### src/rtl/dram_read_engine.sv
// DRAM-side read responder: turns one {read_addr, read_num} command into a
// sequence of AXI4 INCR read bursts (never crossing a 4 KB page) and streams
// the returned words to the requester as single-cycle buf_we pulses.
`timescale 1ns/1ps
module dram_read_engine #(
  parameter int ADDR_WIDTH = 32,
  parameter int DATA_WIDTH = 32,
  parameter int MAX_BURST  = 64
) (
  input  logic                  CLK,
  input  logic                  RST_N,
  input  logic                  kick,
  output logic                  busy,
  input  logic [31:0]           read_num,
  input  logic [ADDR_WIDTH-1:0] read_addr,
  output logic [DATA_WIDTH-1:0] buf_dout,
  output logic                  buf_we,
  output logic                  err,
  output logic [ADDR_WIDTH-1:0] m_axi_araddr,
  output logic [7:0]            m_axi_arlen,
  output logic [2:0]            m_axi_arsize,
  output logic [1:0]            m_axi_arburst,
  output logic                  m_axi_arvalid,
  input  logic                  m_axi_arready,
  input  logic [DATA_WIDTH-1:0] m_axi_rdata,
  input  logic [1:0]            m_axi_rresp,
  input  logic                  m_axi_rlast,
  input  logic                  m_axi_rvalid,
  output logic                  m_axi_rready
);

  typedef enum logic [2:0] {S_IDLE, S_CALC, S_AR, S_R, S_DONE} state_t;

  state_t                  state_q, state_d;
  logic [ADDR_WIDTH-1:0]   addr_q;
  logic [31:0]             rem_q;
  logic [31:0]             cnt_q;
  logic [8:0]              beats_q;
  logic [8:0]              beats_d;
  logic [31:0]             rem_next;
  logic [ADDR_WIDTH-1:0]   step;
  logic                    beat;
  logic                    unused_addr_lsb;

  // Burst size limited by remaining words, MAX_BURST and words left in the
  // current 4 KB page (page_word is the word offset inside the page).
  function automatic logic [8:0] burst_beats(input logic [9:0]  page_word,
                                             input logic [31:0] rem);
    logic [10:0] page_left;
    logic [8:0]  b;
    page_left = 11'd1024 - {1'b0, page_word};
    b = 9'(MAX_BURST);
    if (page_left < {2'b00, b}) b = page_left[8:0];
    if (rem < {23'd0, b}) b = rem[8:0];
    return b;
  endfunction

  // Word alignment is forced, so the low address bits are never looked at.
  assign unused_addr_lsb = ^read_addr[1:0];

  assign beats_d  = burst_beats(addr_q[11:2], rem_q);
  assign rem_next = rem_q - {23'd0, beats_q};
  assign step     = {{(ADDR_WIDTH-11){1'b0}}, beats_q, 2'b00};
  assign beat     = m_axi_rvalid && m_axi_rready;

  assign busy          = (state_q != S_IDLE);
  assign m_axi_arvalid = (state_q == S_AR);
  assign m_axi_rready  = (state_q == S_R);
  assign m_axi_arsize  = 3'b010;
  assign m_axi_arburst = 2'b01;

  // State register.
  always_ff @(posedge CLK or negedge RST_N) begin
    if (!RST_N) state_q <= S_IDLE;
    else        state_q <= state_d;
  end

  // Next-state logic: one command, bursts issued strictly one after another.
  always_comb begin
    state_d = state_q;
    case (state_q)
      S_IDLE: if (kick) state_d = S_CALC;
      S_CALC: state_d = (rem_q == 32'd0) ? S_DONE : S_AR;
      S_AR:   if (m_axi_arready) state_d = S_R;
      S_R:    if (beat && m_axi_rlast) state_d = (rem_next == 32'd0) ? S_DONE : S_CALC;
      S_DONE: state_d = S_IDLE;
      default: state_d = S_IDLE;
    endcase
  end

  // Command tracking, AR channel registers and error accumulation.
  always_ff @(posedge CLK or negedge RST_N) begin
    if (!RST_N) begin
      addr_q       <= '0;
      rem_q        <= '0;
      cnt_q        <= '0;
      beats_q      <= '0;
      m_axi_araddr <= '0;
      m_axi_arlen  <= '0;
      err          <= 1'b0;
    end else begin
      case (state_q)
        S_IDLE: if (kick) begin
          addr_q <= {read_addr[ADDR_WIDTH-1:2], 2'b00};
          rem_q  <= read_num;
          err    <= 1'b0;
        end
        S_CALC: if (rem_q != 32'd0) begin
          beats_q      <= beats_d;
          m_axi_araddr <= addr_q;
          m_axi_arlen  <= beats_d[7:0] - 8'd1;
        end
        S_AR: if (m_axi_arready) cnt_q <= '0;
        S_R: if (beat) begin
          cnt_q <= cnt_q + 32'd1;
          if (m_axi_rresp != 2'b00) err <= 1'b1;
          if (m_axi_rlast) begin
            addr_q <= addr_q + step;
            rem_q  <= rem_next;
            if (cnt_q + 32'd1 != {23'd0, beats_q}) err <= 1'b1;
          end else if (cnt_q >= {23'd0, beats_q}) begin
            err <= 1'b1;
          end
        end
        default: ;
      endcase
    end
  end

  // Output stage: every accepted R beat appears one cycle later on buf_dout.
  always_ff @(posedge CLK or negedge RST_N) begin
    if (!RST_N) begin
      buf_we   <= 1'b0;
      buf_dout <= '0;
    end else begin
      buf_we <= beat;
      if (beat) buf_dout <= m_axi_rdata;
    end
  end

endmodule

### config.mk
export PLATFORM = sky130hd
export DESIGN_NAME = dram_read_engine
export DESIGN_NICKNAME = d
export VERILOG_FILES = /design/src/rtl/dram_read_engine.sv
export SDC_FILE = /design/constraint.sdc
export NUM_CORES = 1
export LEC_CHECK = 0
export CORE_MARGIN = 5
export CORE_UTILIZATION = 50
export DETAILED_ROUTE_END_ITERATION = 6
export GPL_TIMING_DRIVEN = 0
export PLACE_DENSITY = 0.76
export SETUP_SLACK_MARGIN = 0.3
export SYNTH_ARGS = -nofsm -noshare
export SYNTH_HDL_FRONTEND = slang
export SYNTH_SLANG_ARGS = --single-unit
### constraint.sdc
create_clock -name CLK -period 7.4 [get_ports CLK]
set_input_delay 1.48 -clock CLK [delete_from_list [all_inputs] [get_ports CLK]]
set_output_delay 1.48 -clock CLK [all_outputs]
set_load 0.02 [all_outputs]
# --- After elaboration in Yosys (flattened, before gate mapping) ---
# Cells that the tools add are included.
word_totals:
  output_inout_bits: 82
  in_bits: 104
  regBits: 182
op_classes:
  n_reduce_logical: 15
  n_eq_ne: 9
  n_addsub: 5
  magnitude_cmp: 3
  n_mux: 26
op_table:
  columns: ["cell", "count"]
  rows:
  - ["$mux W32", 8]
  - ["$pmux W32 S2", 3]
  - ["$logic_not A32 Y1", 2]
  - ["$add A32 B1 Y32 const B", 1]
  - ["$add A32 B11 Y32", 1]
  - ["$ge A32 B9 Y1", 1]
  - ["$lt A32 B9 Y1", 1]
  - ["$ne A32 B9 Y1", 1]
  - ["$reduce_bool A32 Y1", 1]
  - ["$sub A32 B9 Y32", 1]
  - ["$mux W9", 2]
  - ["$mux W3", 5]
  - ["$pmux W3 S4", 1]
  - ["$lt A11 B7 Y1 const B", 1]
  - ["$sub A11 B10 Y11 const A", 1]
  - ["$reduce_and A3 Y1", 3]
  - ["$sub A8 B1 Y8 const B", 1]
  - ["$eq A3 B2 Y1 const B", 2]
  - ["$mux W1", 6]
  - ["$ne A2 B1 Y1 const B", 3]
  - ["$reduce_bool A2 Y1", 3]
  - ["$ne A2 B2 Y1 const B", 2]
  - ["$reduce_and A4 Y1", 1]
  - ["$eq A3 B1 Y1 const B", 1]
  - ["5 further kinds", 6]

# --- Logic depth before layout (Yosys ltp) ---
# Gate-level depths: netlist of the first run.
logic_depth:
  ltp_word: 6
  mapped_depth: 23
  mapped_depth_nobuf: 21

# --- Least setup slack after synthesis of the first run ---
# No wires, ideal clock.
synth_timing:
  path_kind: "reg-to-reg"
  startpoint: "reg addr_q[3]"
  endpoint: "reg m_axi_arlen[4]"
  period_less_slack_ns: 4.656
  path_stages_with_launch: 24
  n_path_buf: 3
  setup_time_ns: 0.125
  slack_ns: 2.744
  arrival_ns: 4.530
  required_time_ns: 7.275
  path_cell_list: "dfrtp_1 inv_1 ha_1 or3b_4 nor4_4 o2111ai_2 inv_2 clkbuf_1 nand2_1 ha_1 a21oi_1 nor2_1 nor2_1 a21oi_1 or4_1 buf_2 buf_6 a31oi_2 ha_1 o31a_1 xnor2_1 nand2_1 o21ai_1 mux2_4"
synth_via:
  elab_chain_cells: 6
synth_lines:
  columns: ["item", "line_no", "source"]
  rows:
  - ["from (decl)", "35", "logic [ADDR_WIDTH-1:0] addr_q;"]
  - ["from (signal assigned)", "104", "addr_q <= {read_addr[ADDR_WIDTH-1:2], 2'b00};"]
  - ["from (signal assigned)", "118", "addr_q <= addr_q + step;"]
  - ["$sub A11 B10 Y11 *", "51", "page_left = 11'd1024 - {1'b0, page_word};"]
  - ["$lt A11 B7 Y1", "53", "if (page_left < {2'b00, b}) b = page_left[8:0];"]
  - ["$mux W9 *", "53", null]
  - ["$lt A32 B9 Y1", "54", "if (rem < {23'd0, b}) b = rem[8:0];"]
  - ["$mux W9 *", "54", null]
  - ["$sub A8 B1 Y8 *", "111", "m_axi_arlen <= beats_d[7:0] - 8'd1;"]
  - ["to (signal assigned)", "111", null]
  - ["to (decl)", "20", "output logic [7:0] m_axi_arlen,"]
# Every way passes the cells marked *; elsewhere a longest branch is shown, timed or not.
# A chain may end at the register's enable or synchronous reset.

# --- Worst setup path in the final report of the first run ---
layout_timing:
  startpoint: "reg addr_q[2]"
  endpoint: "reg m_axi_arlen[4]"
# Same word-level chain as after synthesis.

==> run summary, run 1 <==
The critical path is of the flop to flop type. The effective utilization at floorplan is 0.507. The number of enable-type register cells in the synthesized netlist came out at 0. The wire length of the first global-routing pass came out at slightly below 60000 µm. The placement row count is 54. The share of synthesized area in the top cell type comes to 0.404. The count of antenna diodes in the layout is 0. The flop-to-flop setup slack is 1920 ps. The run finished with clean final reports. The die area is 25100 µm². After detailed routing, the number of remaining DRC violations is 0. Once the clock tree was built, the setup fixing pass inserted 0 buffers. The H-tree was split into 4 levels.

The cell with the most instances after synthesis is sky130_fd_sc_hd__nand2_1. The initial antenna violation count was 0. The post-cts resize count is 0. The hold slack is between 400 and 500 ps. The number of iterations in the first detailed-routing pass is 6. The shortest clock period the worst path allows after layout came out at between 5000 and 6000 ps. The endpoint required time on the critical path came out at 7720 ps. The tightest slew margin relative to the limit came out at 0.260. After filler insertion, the fill cell instance count of the layout stands at roughly 1900. The largest net degree at the start of global routing came out at 120. The synthesized design contains ~180 register bits.

The worst setup margin came out at 1920 ps. The register area is roughly 4500 µm². The total grt overflow is 0. The multi-input combinational cells in the finished layout cover a total of approximately 6000 µm². The routed via count divided by cell count came out at just over 6. The netlist area before placement came out at ~11000 µm².

Clock skew on the completed layout was measured at between 15 and 20 ps. Routability-driven placement finished with a final weighted congestion of between 0.9 and 1. The total clock buffers created by CTS came out at 17. The number of port buffers came out at 176. The vertical extent of the die came out at between 150 and 200 µm. The area added between synthesis and finish came out at 24.9%.

The total of max-cap violations came out at 0. In this run, post-CTS hold repair placed 0 buffers. The portion of the clock cycle consumed by the worst path in the final layout came out at 0.740. The number of instances in the synthesized netlist came out at approximately 1400. The number of nets still failing antenna checks after routing is 0. The detailed router finished its first iteration with around 1000 violations. The floorplan core area is around 22000 µm².

The maximum resistive drop on vdd came out at roughly 0.21 mV. The CTS clock-pin slew for the worst setup and hold paths is about 70 ps. The data arrival time of the critical path is ~5800 ps. ~190 I/O pins were placed.

The measured slew at the worst slew-check pin came out at about 1100 ps. Leaving out filler cells and counting taps, the final layout contains 1868. The tree is rooted in a sky130_fd_sc_hd__clkbuf_16. The synthesis warning total is 0. Setup repair after global routing left no endpoint under its margin.

The clock passes through at most 2 buffers. The clock latency at the later pin of the worst-skew pair is around 450 ps. The clock sink total came out at roughly 180. STA classifies the critical path endpoint as a flop. In the synthesized netlist, the cells that appear most often are sky130_fd_sc_hd__nand2_1 (296), sky130_fd_sc_hd__dfrtp_1 (178), sky130_fd_sc_hd__nor2_1 (121). The via count of the first global-routing pass is between 10000 and 15000. For this design the ratio of total power to cell area is roughly 430 nW/µm². The HPWL after detailed placement came out at 27300 µm. The average instance area after synthesis is roughly 8 µm². The die span in x came out at 159 µm. The clock tree from TritonCTS is built. The total track usage is 0.291. The sequential cell area fraction in the yosys report came out at 0.404.

After detailed routing, the average wire length per cell comes to about 20 µm. The share of async-settable or async-resettable flops after synthesis is 1.00. The max-slew violation count is 0. After detailed placement, the design holds a cell count of 1836.

The leakage dissipation came out at roughly 5.8 nW. The sum of internal, switching and leakage power came out at just under 6 mW. The synthesized design spends more area on one cell type than any other, namely sky130_fd_sc_hd__dfrtp_1. The class of the most critical hold timing path is flop to flop. The number of nets in the layout is 1719. The total count of hold-check failures in the final report came to 0. The final setup violation count came out at 0. The startpoint type of the worst setup path is a flop. The netlist uses between 80 and 90 different library cells. The fraction of final layout cells with drive strength greater than 1 is 0.0491.

Wires add up to between 30000 and 40000 µm. Ranked by total cell area, the synthesized netlist is headed by sky130_fd_sc_hd__dfrtp_1 (40%), sky130_fd_sc_hd__nand2_1 (10%), sky130_fd_sc_hd__a21oi_1 (4.8%), sky130_fd_sc_hd__o21ai_0 (4.4%), sky130_fd_sc_hd__ha_1 (4.3%). The most used flip-flop cell after synthesis is sky130_fd_sc_hd__dfrtp_1. Before CTS, the worst setup slack after placement is just under 2000 ps.

The via total after detailed routing is around 11000. The highest achievable clock rate is approximately 0.18 GHz. The highest net fanout along the worst path is 10.
==> cell usage in the layout (no fill, tap or decap), types with 6 or more instances in the layout <==
cell	n
sky130_fd_sc_hd__a21o_1	9
sky130_fd_sc_hd__or3_1	13
sky130_fd_sc_hd__o22ai_1	17
sky130_fd_sc_hd__clkbuf_1	61
sky130_fd_sc_hd__o31ai_1	10
sky130_fd_sc_hd__inv_6	6
sky130_fd_sc_hd__dfrtp_1	178
sky130_fd_sc_hd__buf_2	10
sky130_fd_sc_hd__nor4_1	15
sky130_fd_sc_hd__nor3_1	35
sky130_fd_sc_hd__ha_1	38
sky130_fd_sc_hd__a211oi_1	9
sky130_fd_sc_hd__a21oi_1	106
sky130_fd_sc_hd__clkdlybuf4s50_1	175
sky130_fd_sc_hd__inv_1	37
sky130_fd_sc_hd__and3_1	13
sky130_fd_sc_hd__nor2_1	121
sky130_fd_sc_hd__a31oi_1	30
sky130_fd_sc_hd__o211ai_1	7
sky130_fd_sc_hd__o21ai_0	96
sky130_fd_sc_hd__o21a_1	10
sky130_fd_sc_hd__nand4_1	28
sky130_fd_sc_hd__buf_4	7
sky130_fd_sc_hd__mux2i_1	7
sky130_fd_sc_hd__o22a_1	15
sky130_fd_sc_hd__o41ai_1	7
sky130_fd_sc_hd__buf_1	6
sky130_fd_sc_hd__clkbuf_16	17
sky130_fd_sc_hd__o21ai_1	9
sky130_fd_sc_hd__conb_1	9
sky130_fd_sc_hd__nand2_1	296
sky130_fd_sc_hd__nand3_1	27
sky130_fd_sc_hd__or2_2	9
sky130_fd_sc_hd__xnor2_1	26
sky130_fd_sc_hd__or4_1	10
sky130_fd_sc_hd__xor2_1	17
==> flip-flops by register name, summed over array words and instances (netlist names) <==
| register | cells |
|---|---|
| buf_dout | 32 |
| cnt_q | 32 |
| rem_q | 32 |
| addr_q | 30 |
| m_axi_araddr | 30 |
| beats_q | 9 |
| m_axi_arlen | 8 |
| state_q | 3 |
| buf_we | 1 |
| err | 1 |
==> layout make-up <==
cell class / count / area share
Clock inverter: 14 / 0.0104
Buffer: 87 / 0.0282
Sequential cell: 178 / 0.323
Timing Repair Buffer: 177 / 0.130
Multi-Input combinational cell: 1075 / 0.441
Inverter: 39 / 0.0106
Clock buffer: 18 / 0.0312
Tap cell: 280 / 0.0254
==> where the power goes <==
part	internal (mW)	switching [mW]
registers	1.36	0.390
logic	1.29	1.96
clock network	0.477	0.442
total	3.12	2.80
==> final timing paths <==
path,cells after the start,startpoint,end
max,23,addr_q[2],m_axi_arlen[4]
min,2,m_axi_araddr[14],m_axi_araddr[14]
max reg2reg,23,addr_q[2],m_axi_arlen[4]
min reg2reg,2,m_axi_araddr[14],m_axi_araddr[14]
max in group asynchronous,2,RST_N,m_axi_arlen[6]
min in group asynchronous,1,RST_N,cnt_q[16]
==> cells by family after synthesis <==
family	Yosys count	synth area share
simple gates	602	0.248
xor+xnor	43	0.0341
mux	10	0.00998
fa+ha+maj	40	0.0467
buf+inv	126	0.0485
other cells	2	0.000681
compound gates	371	0.209
flops	178	0.404
==> metrics by stage <==
stage / setup TNS (ps) / cell area, µm² / util
global placement: -496910 / 13200 / 0.605
finish: 0 / 13800 / 0.633
detailed placement: 0 / 13200 / 0.607
global route: 0 / 13800 / 0.633
CTS: 0 / 13800 / 0.633
floorplan: 0 / 11100 / -
==> critical path, cell delays in order, from the launching register on <==
cell	delay, ps
sky130_fd_sc_hd__dfrtp_1	480
sky130_fd_sc_hd__inv_1	160
sky130_fd_sc_hd__ha_1	300
sky130_fd_sc_hd__or3b_4	450
sky130_fd_sc_hd__nor4_4	260
sky130_fd_sc_hd__o2111ai_2	250
sky130_fd_sc_hd__inv_2	170
sky130_fd_sc_hd__clkbuf_1	390
sky130_fd_sc_hd__nand2_1	140
sky130_fd_sc_hd__ha_1	320
sky130_fd_sc_hd__a21oi_1	160
sky130_fd_sc_hd__nor2_1	50
sky130_fd_sc_hd__nor2_1	80
sky130_fd_sc_hd__a21oi_1	70
sky130_fd_sc_hd__or4_1	500
sky130_fd_sc_hd__buf_2	180
sky130_fd_sc_hd__buf_6	150
sky130_fd_sc_hd__a31oi_2	200
sky130_fd_sc_hd__ha_1	310
sky130_fd_sc_hd__o31a_1	250
sky130_fd_sc_hd__xnor2_1	80
sky130_fd_sc_hd__nand2_1	60
sky130_fd_sc_hd__o21ai_1	60
sky130_fd_sc_hd__mux2_4	260
==> per-layer routing <==
layer | vias up | wire (µm) | GRT usage
li1 | 5266 | - | -
met1 | 5378 | 14700 | 0.375
met2 | 535 | 17800 | 0.492
met3 | 95 | 2860 | 0.0514
met4 | 0 | 1350 | 0.109
met5 | - | 0 | 0
No activity file was read; power rests on OpenSTA's default activity.
==> run 2, diff against run 1 <==
==> constraint.sdc (replaced) <==
create_clock -name CLK -period 5.6 [get_ports CLK]
set_input_delay 1.12 -clock CLK [delete_from_list [all_inputs] [get_ports CLK]]
set_output_delay 1.12 -clock CLK [all_outputs]
set_load 0.02 [all_outputs]
==> run 2 against run 1 <==
Compared with the run above:
- global-route usage about the same
- flip-flop and latch count is the same
- routed wire length increased by 0.66%
- cell count increased by 0.16%
- register-to-register slack worse by 1400 ps
- largest power group unchanged
==> run summary, run 2 (same netlist as run 1, synthesis figures left out) <==
The flow ran to the end, and the final reports show no timing, DRC or antenna violations. The effective utilization at floorplan is 0.507. The maximum resistive drop on vdd is ~0.27 mV. The count of placed standard cells in the final layout, fillers left out is about 1900. The tool flagged a number of max-cap violations equal to 0. TritonCTS built the clock tree.

The sequential power share came out at 0.294. The share of total power dissipated in the clock network is 0.154. Of the available clock period, the critical path in the final layout requires 0.901. The routed via count divided by cell count is between 6 and 7. The number of iterations in the first detailed-routing pass came out at 5. At the pin with the least slew margin, the transition time is 1100 ps. The worst setup margin came out at between 500 and 600 ps. The HPWL after detailed placement came out at about 27000 µm.

Summed over all nets, the switching power comes to roughly 3.7 mW. The power density normalized to cell area is around 570 nW/µm². The area added between synthesis and finish came out at 25.3%.

The die area is approximately 25000 µm². Setup repair after global routing left no endpoint under its margin. After detailed routing, the number of remaining DRC violations is 0. Buffers inserted to repair hold after CTS numbered 0. The number of antenna diodes in the final layout is 0. The clock sink total came out at about 180. The critical path class is flop to flop. Prior to clock tree synthesis, the placed netlist has a worst setup slack of about 180 ps.

The switching part of the total came out at 0.473. The total grt overflow came out at 0. Pin placement for this block handled 186 I/O pins. The clock arrives with between 15 and 20 ps of skew.

The setup TNS after final layout came out at 0 ps. Summed over all cells, the static leakage comes to approximately 5.8 nW. The total track usage is 0.291. Across all hold checks on the routed design, the worst slack comes to 475 ps. The cell count after placement is between 1500 and 2000.

The die span in x is 159 µm. The total count of hold-check failures in the final report came out at 0. The max-slew violation count is 0.

The worst hold path belongs to the class flop to flop. The initial antenna violation count was 0. The shortest clock period the worst path allows after layout is 5050 ps.

The first global-routing pass estimated roughly 58000 µm of wire. In this run the clock root is driven by a sky130_fd_sc_hd__clkbuf_16. The data arrival time of the critical path came out at about 5400 ps. The endpoint required time on the critical path is around 5900 ps. In this run the remaining antenna-violating nets after routing total 0.

The highest achievable clock rate is a little under 0.2 GHz. The floorplan core area is 21800 µm². The fraction of final layout cells with drive strength greater than 1 is 0.0541. The final setup violation count is 0. STA classifies the critical path endpoint as a flop. In this run, the number of DRC markers left after iteration 0 of detailed routing was 1060. The number of nets in the layout is roughly 1700.

The CTS clock-pin slew for the worst setup and hold paths is around 70 ps. The depth of the CTS H-tree came out at 4. The weighted congestion at the end of routability-driven global placement is roughly 1. The clock latency at the later pin of the worst-skew pair is between 400 and 500 ps.

The number of buffers on the longest clock path came out at 2. In this run the tightest slew margin relative to its limit is 0.262. The placement row count is 54. The worst setup path is launched from a flop.

The library cell used most frequently in the layout, excluding fill and tap cells, is sky130_fd_sc_hd__nand2_1. Of all nets on the critical path, the largest fanout is 10. The largest registers in the layout are buf_dout: 32 flops, cnt_q: 32 flops, rem_q: 32 flops. The vertical extent of the die came out at around 160 µm. The combinational share of power is 0.552. Entering global routing, the biggest net connects 120 pins. The filler cells instantiated in the layout total between 1500 and 2000. The via total after detailed routing came out at between 10000 and 15000. Port buffering added ~180 buffers. The per-cell routed wire length is slightly below 20 µm. The sum of internal, switching and leakage power came out at between 7 and 8 mW. The total clock buffers created by CTS came out at 17. The total wirelength of the detailed-routed design is 37000 µm.

The via count of the first global-routing pass came to about 11000. The internal power is around 4.1 mW. The library cells used most frequently in the layout, excluding fill and tap cells, are sky130_fd_sc_hd__nand2_1 (296), sky130_fd_sc_hd__dfrtp_1 (177), sky130_fd_sc_hd__clkdlybuf4s50_1 (175), sky130_fd_sc_hd__nor2_1 (121), sky130_fd_sc_hd__a21oi_1 (106).
-- run 2: cell types whose count changed in the layout (fill, tap and decap cells not counted) --
cell / change
sky130_fd_sc_hd__buf_4: +3
sky130_fd_sc_hd__clkbuf_1: -1
sky130_fd_sc_hd__clkbuf_4: +1
sky130_fd_sc_hd__dfrtp_1: -1
sky130_fd_sc_hd__dfrtp_2: +1
sky130_fd_sc_hd__ha_1: -2
sky130_fd_sc_hd__ha_2: +1
sky130_fd_sc_hd__ha_4: +1
sky130_fd_sc_hd__inv_1: -1
sky130_fd_sc_hd__inv_2: +1
sky130_fd_sc_hd__o2111ai_2: -1
sky130_fd_sc_hd__o2111ai_4: +1
-- run 2: area by class of cell --
cell class / instances / area [µm²] / area share
Multi-Input combinational cell: 1075 / 6100 / 0.441
Sequential cell: 178 / 4460 / 0.322
Timing Repair Buffer: 180 / 1820 / 0.131
Clock buffer: 18 / 429 / 0.0310
Buffer: 87 / 393 / 0.0284
Tap cell: 280 / 350 / 0.0253
Inverter: 39 / 146 / 0.0106
Clock inverter: 14 / 143 / 0.0103
-- run 2: critical path, cell delays in order, from the launching register on --
cell	delay [ps]
sky130_fd_sc_hd__dfrtp_2	470
sky130_fd_sc_hd__inv_1	140
sky130_fd_sc_hd__ha_2	260
sky130_fd_sc_hd__or3b_4	440
sky130_fd_sc_hd__nor4_4	310
sky130_fd_sc_hd__o2111ai_4	210
sky130_fd_sc_hd__inv_2	140
sky130_fd_sc_hd__clkbuf_4	210
sky130_fd_sc_hd__nand2_1	90
sky130_fd_sc_hd__ha_1	310
sky130_fd_sc_hd__a21oi_1	160
sky130_fd_sc_hd__nor2_1	50
sky130_fd_sc_hd__nor2_1	80
sky130_fd_sc_hd__a21oi_1	70
sky130_fd_sc_hd__or4_1	500
sky130_fd_sc_hd__buf_2	180
sky130_fd_sc_hd__buf_6	150
sky130_fd_sc_hd__a31oi_2	260
sky130_fd_sc_hd__ha_4	210
sky130_fd_sc_hd__o31a_1	210
sky130_fd_sc_hd__xnor2_1	80
sky130_fd_sc_hd__nand2_1	60
sky130_fd_sc_hd__o21ai_1	60
sky130_fd_sc_hd__mux2_4	260
-- run 2: power by group through the flow --
stage	registers, mW	logic (mW)	clock network, mW
floorplan	2.48	2.49	0
global placement	2.30	4.17	0
detailed placement	2.32	4.24	0
CTS	2.29	4.27	1.22
global route	2.38	4.74	1.28
finish	2.31	4.34	1.21
-- run 2: final timing paths --
check                                  from          endpoint  slack, ps  cells after the start
setup reg to reg                  addr_q[2]    m_axi_arlen[4]        550                     23
max in group asynchronous             RST_N    m_axi_arlen[6]       4000                      2
setup / recovery                  addr_q[2]    m_axi_arlen[4]        550                     23
min in group asynchronous             RST_N         cnt_q[16]        600                      1
hold reg to reg            m_axi_araddr[14]  m_axi_araddr[14]        470                      2
hold / removal             m_axi_araddr[14]  m_axi_araddr[14]        470                      2
-- run 2: timing repair --
item,4_1_cts,5_1_grt
buffers inserted,0,3
gates cloned,0,0
gates resized for setup,1,8
setup endpoints to repair,2,2
-- run 2: routing by layer --
metal | GRT usage | part of all wire | up-vias
li1 | - | - | 5275
met1 | 0.375 | 0.40 | 5423
met2 | 0.493 | 0.49 | 561
met3 | 0.0508 | 0.082 | 99
met4 | 0.108 | 0.035 | 0
met5 | 0 | 0 | -
-- run 2: through the flow --
step                      cell area [µm²]  utilization
final                               13800        0.636
after global routing                13800        0.636
after CTS                           13800        0.633
after detailed placement            13200        0.607
after global placement              13200        0.605
after floorplan                     11100            -
